`config.mk`:
```
export PLATFORM = sky130hd
export DESIGN_NAME = sw_debouncer
export DESIGN_NICKNAME = d
export VERILOG_FILES = /design/src/rtl/sw_debouncer.sv
export SDC_FILE = /design/constraint.sdc
export NUM_CORES = 1
export LEC_CHECK = 0
export ABC_CLOCK_PERIOD_IN_PS = 3200
export CORE_MARGIN = 2
export CORE_UTILIZATION = 53
export CTS_BUF_LIST = sky130_fd_sc_hd__clkbuf_8
export DETAILED_ROUTE_END_ITERATION = 12
export GPL_TIMING_DRIVEN = 0
export PLACE_DENSITY = 0.74
export SYNTH_ARGS = -nofsm -noshare
export SYNTH_HDL_FRONTEND = slang
export SYNTH_SLANG_ARGS = --single-unit
```
`constraint.sdc`:
```
create_clock -name clock -period 3.2 [get_ports clock]
set_input_delay 0.8 -clock clock [delete_from_list [all_inputs] [get_ports clock]]
set_output_delay 0.8 -clock clock [all_outputs]
set_load 0.05 [all_outputs]
```
`src/rtl/sw_debouncer.sv`:
```
// Switch front end: 2-flop synchroniser, per-channel bounce filter, optional rise/fall pulses.
// Optional edge pulses are built only when SW_DEBOUNCE_EDGE_PULSE_EN is defined; otherwise tied to 0.
module sw_debouncer #(
  parameter int WIDTH         = 2,
  parameter int STABLE_CYCLES = 1000,
  parameter int CNT_W         = $clog2(STABLE_CYCLES)
) (
  input  logic             clock,
  input  logic             reset,
  input  logic [WIDTH-1:0] io_sw_raw,
  input  logic             io_sample_en,
  output logic [WIDTH-1:0] io_sw_out,
  output logic [WIDTH-1:0] io_sw_rise,
  output logic [WIDTH-1:0] io_sw_fall
);

  localparam logic [CNT_W-1:0] CNT_MAX = CNT_W'(STABLE_CYCLES - 1);

  logic [WIDTH-1:0] r_sync1;
  logic [WIDTH-1:0] r_sync2;
  logic [WIDTH-1:0] r_stable;
  logic [CNT_W-1:0] r_cnt     [WIDTH];
  logic [CNT_W-1:0] w_cnt_nxt [WIDTH];
  logic [WIDTH-1:0] w_accept;

  always_ff @(posedge clock) begin
    if (reset) begin
      r_sync1 <= '0;
      r_sync2 <= '0;
    end else begin
      r_sync1 <= io_sw_raw;
      r_sync2 <= r_sync1;
    end
  end

  // A return to the stable level clears the count, so bounces never accumulate.
  always_comb begin
    w_accept = '0;
    for (int i = 0; i < WIDTH; i++) begin
      w_cnt_nxt[i] = r_cnt[i];
      if (r_sync2[i] == r_stable[i]) begin
        w_cnt_nxt[i] = '0;
      end else if (io_sample_en) begin
        if (r_cnt[i] == CNT_MAX) begin
          w_cnt_nxt[i] = '0;
          w_accept[i]  = 1'b1;
        end else begin
          w_cnt_nxt[i] = r_cnt[i] + 1'b1;
        end
      end
    end
  end

  always_ff @(posedge clock) begin
    if (reset) begin
      r_stable <= '0;
      for (int i = 0; i < WIDTH; i++) begin
        r_cnt[i] <= '0;
      end
    end else begin
      r_stable <= r_stable ^ w_accept;
      for (int i = 0; i < WIDTH; i++) begin
        r_cnt[i] <= w_cnt_nxt[i];
      end
    end
  end

  assign io_sw_out = r_stable;

`ifdef SW_DEBOUNCE_EDGE_PULSE_EN
  logic [WIDTH-1:0] r_rise;
  logic [WIDTH-1:0] r_fall;

  // Pulses register alongside r_stable so they coincide with the new output level.
  always_ff @(posedge clock) begin
    if (reset) begin
      r_rise <= '0;
      r_fall <= '0;
    end else begin
      r_rise <= w_accept & r_sync2;
      r_fall <= w_accept & ~r_sync2;
    end
  end

  assign io_sw_rise = r_rise;
  assign io_sw_fall = r_fall;
`else
  assign io_sw_rise = '0;
  assign io_sw_fall = '0;
`endif

endmodule

```
==> impl_results.md, run 1 <==
* TritonRoute pass-1 iters at 4
* Drc violations at 0
* Setup Skew at 0.003180 ns
* Synth warn at 0
* Mean Syn Cell Area at 9.796 um^2
* Top-count cell post-synth: dfxtp_1
* Fin nets at 144
* Worst vdd ir at 0.3614 mV
* Synth cell types at 27
* Min-delay worst type: reg -> reg
* Simple logic cell fraction of the synthesized area at 26.06%
* Chip height at 51.68 um
* Mux cell area share after synthesis at 3.323%
* Die footprint at 2671 um^2
* Hold buffer count at CTS at 0
* Worst setup EP type: flop
* Dominant synthesized flop cell: dfxtp_1
* Area contributors post-synth: dfxtp_1, xor2_1, nor3_1
* Synth Area in Adders at 2.077%
* Seq/Total Area, Yosys at 43.20%
* Area of the multi-input gates at 636.9 um^2
* PortBufs at 6
* Max Fclk at 439.2 MHz
* CTS max path bufs at 2
* I/O pin total at 11
* CTS sink count at 26
* Startpoint Class: primary input
* Crit path from: io_sample_en
* Number of vias per cell at 5.841
* FF+latch area at 520.5 um^2
* Worst EP arrival at 2.42 ns
* Inserted Diodes at 0
* Final setup fails at 0
* Status: completed
* Final worst-path cycle share at 71.15%
* CTS Buf Count at 3
* Post-synthesis xor/xnor area fraction at 7.269%
* Root buf cell: clkbuf_8
* Vias in the first global route at 911
* WL final at 2.186 mm
* Fin. max-slew vios at 0
* Clock slew at reported path FFs at 0.09 ns
* Critical-path maximum fanout at 10
* Max Cap Viol at 0
* Largest net degree at the start of global routing at 15
* M1 WL at 1.041 mm
* LEAKAGE at 0.0004571 uW
* Met3 WL post-DR at 64 um
* Final hold viol count at 0
* # rows at 17
* Number of DRC markers in iteration 0 at 46
* Layout Utilization at 62.36%
* Clk Latency, worst-skew pair at 0.27 ns
* Main combinational cell family by area after synthesis: simple AND/OR/NAND/NOR gates
* HP Start: r_sync1[0]
* Fin crit period at 2.277 ns
* DRT antenna net count at 0
* RePlAce Congestion at 0.7755
* CTS tree: yes
* Crit path required time at 3.35 ns
* Syn Std Cell Area at 1205 um^2
* Post-CTS Repair Setup Buffers at 0
* Wire length on met2 at 1.041 mm
* RR Startpoint: r_cnt[0][10]
* Crit Path Class: in -> reg
* Placed wire-length estimate at 1.478 mm
* Synth area leader: dfxtp_1
* H-Tree Depth at 1
* Syn Inst Count at 123
* Core area at 2191 um^2
* Total gr overflow at 0
* Final setup TNS at 0 ns
* Top-area cell type share of the netlist area at 43.20%
* Flops & latches, synth at 26
* Drt wl/cell at 13.33 um
* Share of cells above drive strength 1 at 13.24%
* Post-CTS resize count at 0
* Fill cells at 189
* Post-synthesis compound-gate area fraction at 12.88%
* GRT Total Usage at 19.84%
* Initial antenna violation count at 0
* Pwr/cell area at 418.6 nW/um^2
* Starting density of the core at 55.00%
* Post-synth EDFFs at 0
* RSZ-0062 raised after global routing: no
* Via count at 958
* Post-synth top cells: dfxtp_1, nor3_1, xor2_1, nand2b_1
* Ys async rst share at 0%
* Highest routed layer: met4
* Die X at 51.68 um
* P&R area growth vs syn at 13.40%
* Global-route wire length before repair at 3.967 mm
path summary, 6_finish.rpt:
path | cells after the start | slack (ns) | end
min | 1 | 0.44 | r_sync2[0]
max | 6 | 0.92 | r_cnt[0][1]
min reg2reg | 1 | 0.44 | r_sync2[0]
max reg2reg | 5 | 1.47 | r_cnt[0][12]
per-stage QoR:
step           worst slack [ns]  hold slack [ns]  instances  power [uW]  area [um^2]
2_1_floorplan             1.469           0.4138        126       359.8         1216
3_3_place_gp             0.6379           0.4242        160       368.2         1311
3_5_place_dp             0.6380           0.4305        160       368.9         1311
4_1_cts                  0.9126           0.4532        164       573.4         1366
5_1_grt                  0.7534           0.4602        164       589.8         1366
6_report                 0.9231           0.4435        164       572.0         1366
logic make-up (layout without fill, tap and decap cells):
| family | after synthesis | after routing |
|---|---|---|
| xor+xnor | 10 | 10 |
| compound gates | 20 | 20 |
| flops | 26 | 26 |
| fa+ha+maj | 2 | 2 |
| mux | 4 | 4 |
| simple gates | 51 | 51 |
| buf+inv | 9 | 19 |
| other cells | 1 | 4 |
power by group:
part | internal [uW] | total, uW | leakage [uW] | switching [uW]
logic | 14.1 | 33.7 | 0.000218 | 19.6
registers | 326 | 327 | 0.000210 | 1.37
clock network | 110 | 211 | 0.0000288 | 101
total | 450 | 572 | 0.000457 | 122
flip-flops by register name, summed over array words and instances, names as in the netlist, named ones only:
register  cells
r_cnt        20
r_sync2       2
r_sync1       2
worst max-delay path: stages:
cell and delay, ns:
clkdlybuf4s50_1 0.60, buf_6 0.19, nand4_1 0.13, nor3_1 0.31, buf_2 0.29, nor3_1 0.09
area by class of cell:
cell class | count | area share, %
timing repair buffer | 6 | 4.396
multi-input combinational | 91 | 46.61
sequential | 26 | 38.10
buffer | 9 | 4.304
tap | 28 | 2.564
clock buffer | 4 | 4.029
placed cells by master, fill, tap and decap left out:
cell             count
clkbuf_1             1
nand4bb_1            1
buf_2                2
a211oi_2             4
xnor2_1              2
o21ai_0              6
nand3_2              1
nand2_1              6
nand4_1              6
buf_4                4
nor4_1               1
nand3_1              2
nor3_1              11
conb_1               4
or3_1                6
mux2i_1              4
xor2_1               8
nand4_2              2
buf_6                1
clkbuf_8             4
o31ai_1              4
a211oi_1             6
buf_1                1
ha_1                 2
clkdlybuf4s50_1      6
dfxtp_1             26
or4_1                4
nand2b_1             7
nor2b_1              4
routing by layer:
layer,global-route usage [%],vias up
met5,0,-
met4,10.53,0
met3,2.586,5
met2,31.20,25
met1,26.45,451
li1,-,477
(Power assumes the default switching activity.)
==> inputs of run 2 (changes only) <==
==> config.mk (replaced) <==
export PLATFORM = sky130hd
export DESIGN_NAME = sw_debouncer
export DESIGN_NICKNAME = d
export VERILOG_FILES = /design/src/rtl/sw_debouncer.sv
export SDC_FILE = /design/constraint.sdc
export NUM_CORES = 1
export LEC_CHECK = 0
export ABC_CLOCK_PERIOD_IN_PS = 2000
export CORE_MARGIN = 2
export CORE_UTILIZATION = 52
export CTS_BUF_LIST = sky130_fd_sc_hd__clkbuf_8
export DETAILED_ROUTE_END_ITERATION = 12
export GPL_TIMING_DRIVEN = 0
export PLACE_DENSITY = 0.76
export SYNTH_ARGS = -nofsm -noshare
export SYNTH_HDL_FRONTEND = slang
export SYNTH_SLANG_ARGS = --single-unit
==> constraint.sdc (replaced) <==
create_clock -name clock -period 2 [get_ports clock]
set_input_delay 0.5 -clock clock [delete_from_list [all_inputs] [get_ports clock]]
set_output_delay 0.5 -clock clock [all_outputs]
set_load 0.05 [all_outputs]
==> run 2 against run 1 <==
Core utilization increased by 0.57 points. Sequential power grew 60%. Sequential cell count did not move. Routed wire length down 4.4%. Total power increased by 51%. Cell count fell by 0.61%. Die area up 1.8%. Highest routed layer unchanged.
==> impl_results.md, run 2 (same netlist as run 1, synthesis figures left out) <==
* Critical path cell sequence: dlygate4sd2_1 (was clkdlybuf4s50_1 > buf_6 > nand4_1 > nor3_1 > buf_2 > nor3_1)
* Worst Max-Slew Pin Slew at 0.4985 ns
* RePlAce Congestion at 0.7715 (was 0.7755)
* PortBufs at 6 (unchanged)
* Worst setup EP type: primary output (was flop)
* P&R area growth vs syn at 14.43% (was 13.40%)
* Largest net degree at the start of global routing at 14 (was 15)
* Starting density of the core at 55.00% (unchanged)
* H-Tree Depth at 1 (unchanged)
* Final setup fails at 0 (unchanged)
* Hold buffer count at CTS at 0 (unchanged)
* LEAKAGE at 0.0004821 uW (was 0.0004571 uW)
* Via count at 940 (was 958)
* Startpoint Class: flop (was primary input)
* Slew margin rel. at 66.71%
* Most flop-heavy register: r_cnt (unchanged)
* Crit path required time at 1.50 ns (was 3.35 ns)
* Max Cap Viol at 0 (unchanged)
* WL final at 2.090 mm (was 2.186 mm)
* Share of cells above drive strength 1 at 14.07% (was 13.24%)
* TritonRoute pass-1 iters at 4 (unchanged)
* CP bufs+invs at 1 (was 3)
* Drt wl/cell at 12.82 um (was 13.33 um)
* Fin nets at 144 (unchanged)
* Post-Place Worst Slack at -0.2721 ns (was 0.6380 ns)
* Clk Latency, worst-skew pair at 0.27 ns (about the same)
* # rows at 17 (unchanged)
* Power Total at 864.5 uW (was 572.0 uW)
* Worst setup margin at 0.2929 ns (was 0.9231 ns)
* Status: completed (unchanged)
* Drc violations at 0 (unchanged)
* Min-delay worst type: reg -> reg (unchanged)
* Vias in the first global route at 875 (was 911)
* Initial antenna violation count at 0 (unchanged)
* Total gr overflow at 0 (unchanged)
* Global-route wire length before repair at 3.684 mm (was 3.967 mm)
* Most frequent cells in the layout: dfxtp_1, nor3_1, xor2_1 (unchanged)
* Final hold viol count at 0 (unchanged)
* Clock slew at reported path FFs at 0.08 ns (was 0.09 ns)
* I/O pin total at 11 (unchanged)
* DRT antenna net count at 0 (unchanged)
* CP max-delay cell: dlygate4sd2_1 (was clkdlybuf4s50_1)
* Critical Path Max Stage Delay at 0.56 ns (was 0.60 ns)
* Commonest non-fill, non-tap cell in the layout: dfxtp_1 (unchanged)
* Number of DRC markers in iteration 0 at 19 (was 46)
* Inserted Diodes at 0 (unchanged)
* Post-CTS resize count at 1 (was 0)
* Pwr/cell area at 627.0 nW/um^2 (was 418.6 nW/um^2)
* Max Fclk at 585.8 MHz
* CTS sink count at 26 (unchanged)
* Chip height at 52.14 um (was 51.68 um)
* Critical-path maximum fanout at 3 (was 10)
* Fin crit period at 1.707 ns
* WHS at 0.4544 ns (was 0.4435 ns)
* Die footprint at 2718 um^2 (was 2671 um^2)
* GRT Total Usage at 18.47% (was 19.84%)
* Largest regs: r_cnt (20), r_sync1 (2), r_sync2 (2) (unchanged)
* Die X at 52.14 um (was 51.68 um)
* Layout Utilization at 62.94% (was 62.36%)
* Max reg flops at 20 (unchanged)
* Setup Skew at 0.001516 ns (was 0.003180 ns)
* CTS Buf Count at 3 (unchanged)
* Final worst-path cycle share at 85.35%
* Core area at 2191 um^2 (unchanged)
* CTS max path bufs at 2 (unchanged)
* Fin. max-slew vios at 0 (unchanged)
* Root buf cell: clkbuf_8 (unchanged)
* Worst EP arrival at 1.21 ns (was 2.42 ns)
* Placed wire-length estimate at 1.485 mm (was 1.478 mm)
* Worst vdd ir at 0.5731 mV (was 0.3614 mV)
* CTS tree: yes (unchanged)
* Number of vias per cell at 5.767 (was 5.841)
* RSZ-0062 raised after global routing: no (unchanged)
* CP top delay family: buffers and inverters (unchanged)
* Crit Path Class: reg -> out (was in -> reg)
* Post-CTS Repair Setup Buffers at 0 (unchanged)
run 2: changes by cell type in the layout (fill, tap and decap cells not counted), sizes merged:
cell	before	now
buf	8	7
clkdlybuf4s50	6	3
dlygate4sd2	0	1
dlymetal6s2s	0	2
run 2: area by class of cell:
class                      instances  area (um^2)
sequential                        26        520.5
fill                             192        812.0
clock buffer                       3        41.29
timing repair buffer               6        63.81
buffer                             9        61.31
multi-input combinational         91        656.9
tap                               28        35.03
run 2: final timing paths:
check	depth (start not counted)	from	slack, ns	end
hold / removal	1	r_sync1[1]	0.45	r_sync2[1]
hold reg to reg	1	r_sync1[1]	0.45	r_sync2[1]
setup / recovery	1	flop	0.29	io_sw_out[1]
setup reg to reg	4	r_cnt[0][10]	0.35	r_cnt[0][18]
run 2: metal layers:
metal  GRT usage [%]  routed length, um
met5               0                  0
met4           8.974                 31
met3           3.736                 89
met2           29.11                983
met1           24.05                985
run 2: where the power goes:
group | switching, uW | internal (uW) | leakage [uW] | total (uW)
sequential | 2.34 | 522 | 0.000210 | 524
clock | 152 | 135 | 0.0000216 | 287
combinational | 31.1 | 22.4 | 0.000250 | 53.5
run 2: stage by stage:
step | setup TNS (ns) | cells | area (um^2)
2_1_floorplan | 0 | 126 | 1216
3_3_place_gp | -4.992 | 160 | 1311
3_5_place_dp | -5.028 | 160 | 1311
4_1_cts | 0 | 163 | 1351
5_1_grt | 0 | 163 | 1379
6_report | 0 | 163 | 1379
run 2: worst reg2reg max path, stage by stage, from the launching register on:
cell	delay, ns
dfxtp_1	0.40
ha_1	0.25
nand3_2	0.16
or4_1	0.53
a211oi_1	0.24
==> patch, RTL diff (settings of run 2) <==
`STABLE_CYCLES`: 1000 -> 250.
--- a/src/rtl/sw_debouncer.sv
+++ b/src/rtl/sw_debouncer.sv
@@ -3,5 +3,5 @@
 module sw_debouncer #(
   parameter int WIDTH         = 2,
-  parameter int STABLE_CYCLES = 1000,
+  parameter int STABLE_CYCLES = 250,
   parameter int CNT_W         = $clog2(STABLE_CYCLES)
 ) (
Check against the original RTL: no difference found for any inputs over 10 cycles, from zero or initial values and one cycle with reset high; that may be too few to reach the edited logic, so the function may still have changed.
==> patch against run 2 <==
Cell area decreased by 14%; register-to-register slack improved by 0.24 ns; critical path depth unchanged; sequential cell count decreased by 4; critical endpoint is now io_sw_out[0]; combinational power about the same; wire length decreased by 15%; worst setup slack got worse by 0.23 ns; global-route usage decreased by 2.4 points; maximum frequency decreased by 12%; largest power group unchanged; largest cell class unchanged; synthesized area decreased by 13%; total power decreased by 12%.
==> patch: results (changes against run 2) <==
- Capturing point of the worst reg2reg path: r_cnt[0][9]$_SDFFE_PP0P_
- Largest net degree at the start of global routing: 12 (-2)
- Largest registers: r_cnt: 16 flops, r_sync1: 2 flops, r_sync2: 2 flops
- FF-to-FF Start: r_cnt[0][8]$_SDFFE_PP0P_
- Crit-path slowest cell: clkdlybuf4s50_1
- Xor/xnor share of the synthesized area: 8.33% (+1.1 points)
- Resize count post-CTS: 0 (-1)
- Min-Delay Endpoint: r_sync2[1]$_SDFF_PP0_
- Gpl congestion: 0.895 (+16%)
- Top post-synthesis cells by count: 22 x dfxtp_1, 10 x nor2_1, 7 x nand2_1
- Adder-Cell Fraction of Synth Area: 4.76% (+2.7 points)
- Complex-gate fraction of the synthesized area: 13.6% (+0.70 points)
- Comb. pwr: 53.3 uW (about the same)
- Global-route usage over all layers: 16.1% (-2.4 points)
- WL/cell: 11.7 um (-8.6%)
- Pre-CTS WS: 0.210 ns (+0.482 ns)
- VDD IR max: 699 uV (+22%)
- Port bufs: 5 (-1)
- Detail Placement HPWL: 1300 um (-12%)
- NumNets Final: 135 (-6.3%)
- Layout cell share with drive strength beyond 1: 11.3% (-2.8 points)
- DRT iter0 DRCs: 31 (+12)
- Internal: 597 uW (-12%)
- Status: finished, final reports clean
- Register area share after synthesis: 41.9% (-1.3 points)
- Synth area leaders: dfxtp_1 42%, xor2_1 5.0%, ha_1 4.8%
- First-pass GRT wire length: 3000 um (-19%)
- Sw Share: 21.7% (+0.23 points)
- Clock Power: 264 uW (-8.0%)
- Vias post-DR: 811 (-14%)
- Static Leak: 0.000447 uW (-7.2%)
- Mux share of post-synthesis cell area: 0% (-3.3 points)
- Worst clock skew: 0.00236 ns (+0.000846 ns)
- Reg-to-reg setup timing slack: 0.59 ns (+0.24 ns)
- CP Data Arrival Time: 1.44 ns (+0.23 ns)
-- patch: cell types whose count changed after synthesis, sizes merged, moves of 5 or more --
| cell | delta |
|---|---|
| a211oi | -6 |
| a21oi | +5 |
| nand2b | -7 |
| nor2 | +10 |
| nor3 | -11 |
-- patch: cell type report --
cell class | instances | area, um2
fill | 166 | 754
multi-input combinational | 83 | 548
tap | 27 | 33.8
sequential | 22 | 440
timing repair buffer | 5 | 50.0
clock buffer | 3 | 41.3
inverter | 3 | 11.3
buffer | 8 | 62.6
-- patch: worst max-delay path by stage --
stage	start	to	slack, ns	depth (start not counted)
3_3_place_gp	reset	r_cnt[0][1]$_SDFFE_PP0P_	0.23	4
3_5_place_dp	reset	r_cnt[0][1]$_SDFFE_PP0P_	0.21	4
5_1_grt	flop	io_sw_out[0]	0.01	1
4_1_cts	flop	io_sw_out[0]	0.06	1
6_report	flop	io_sw_out[0]	0.06	1
2_1_floorplan	flop	r_cnt[0][1]$_SDFFE_PP0P_	0.67	3
-- patch: per-stage QoR --
step | cells | cell area (um2) | hold slack [ns] | util, %
floorplan | 116 | 1060 | 0.414 | -
global placement | 148 | 1150 | 0.431 | 59.0
detailed placement | 148 | 1150 | 0.446 | 59.0
CTS | 151 | 1190 | 0.458 | 61.1
global route | 151 | 1190 | 0.477 | 61.1
finish | 151 | 1190 | 0.453 | 61.1
-- patch: per-layer routing --
| layer | GRT usage (%) | vias up | share of wire, % |
|---|---|---|---|
| met5 | 0 | - | 0 |
| met2 | 25.1 | 18 | 45 |
| met3 | 7.36 | 2 | 4.7 |
| li1 | - | 425 | - |
| met4 | 4.29 | 0 | 0.62 |
| met1 | 20.2 | 366 | 49 |
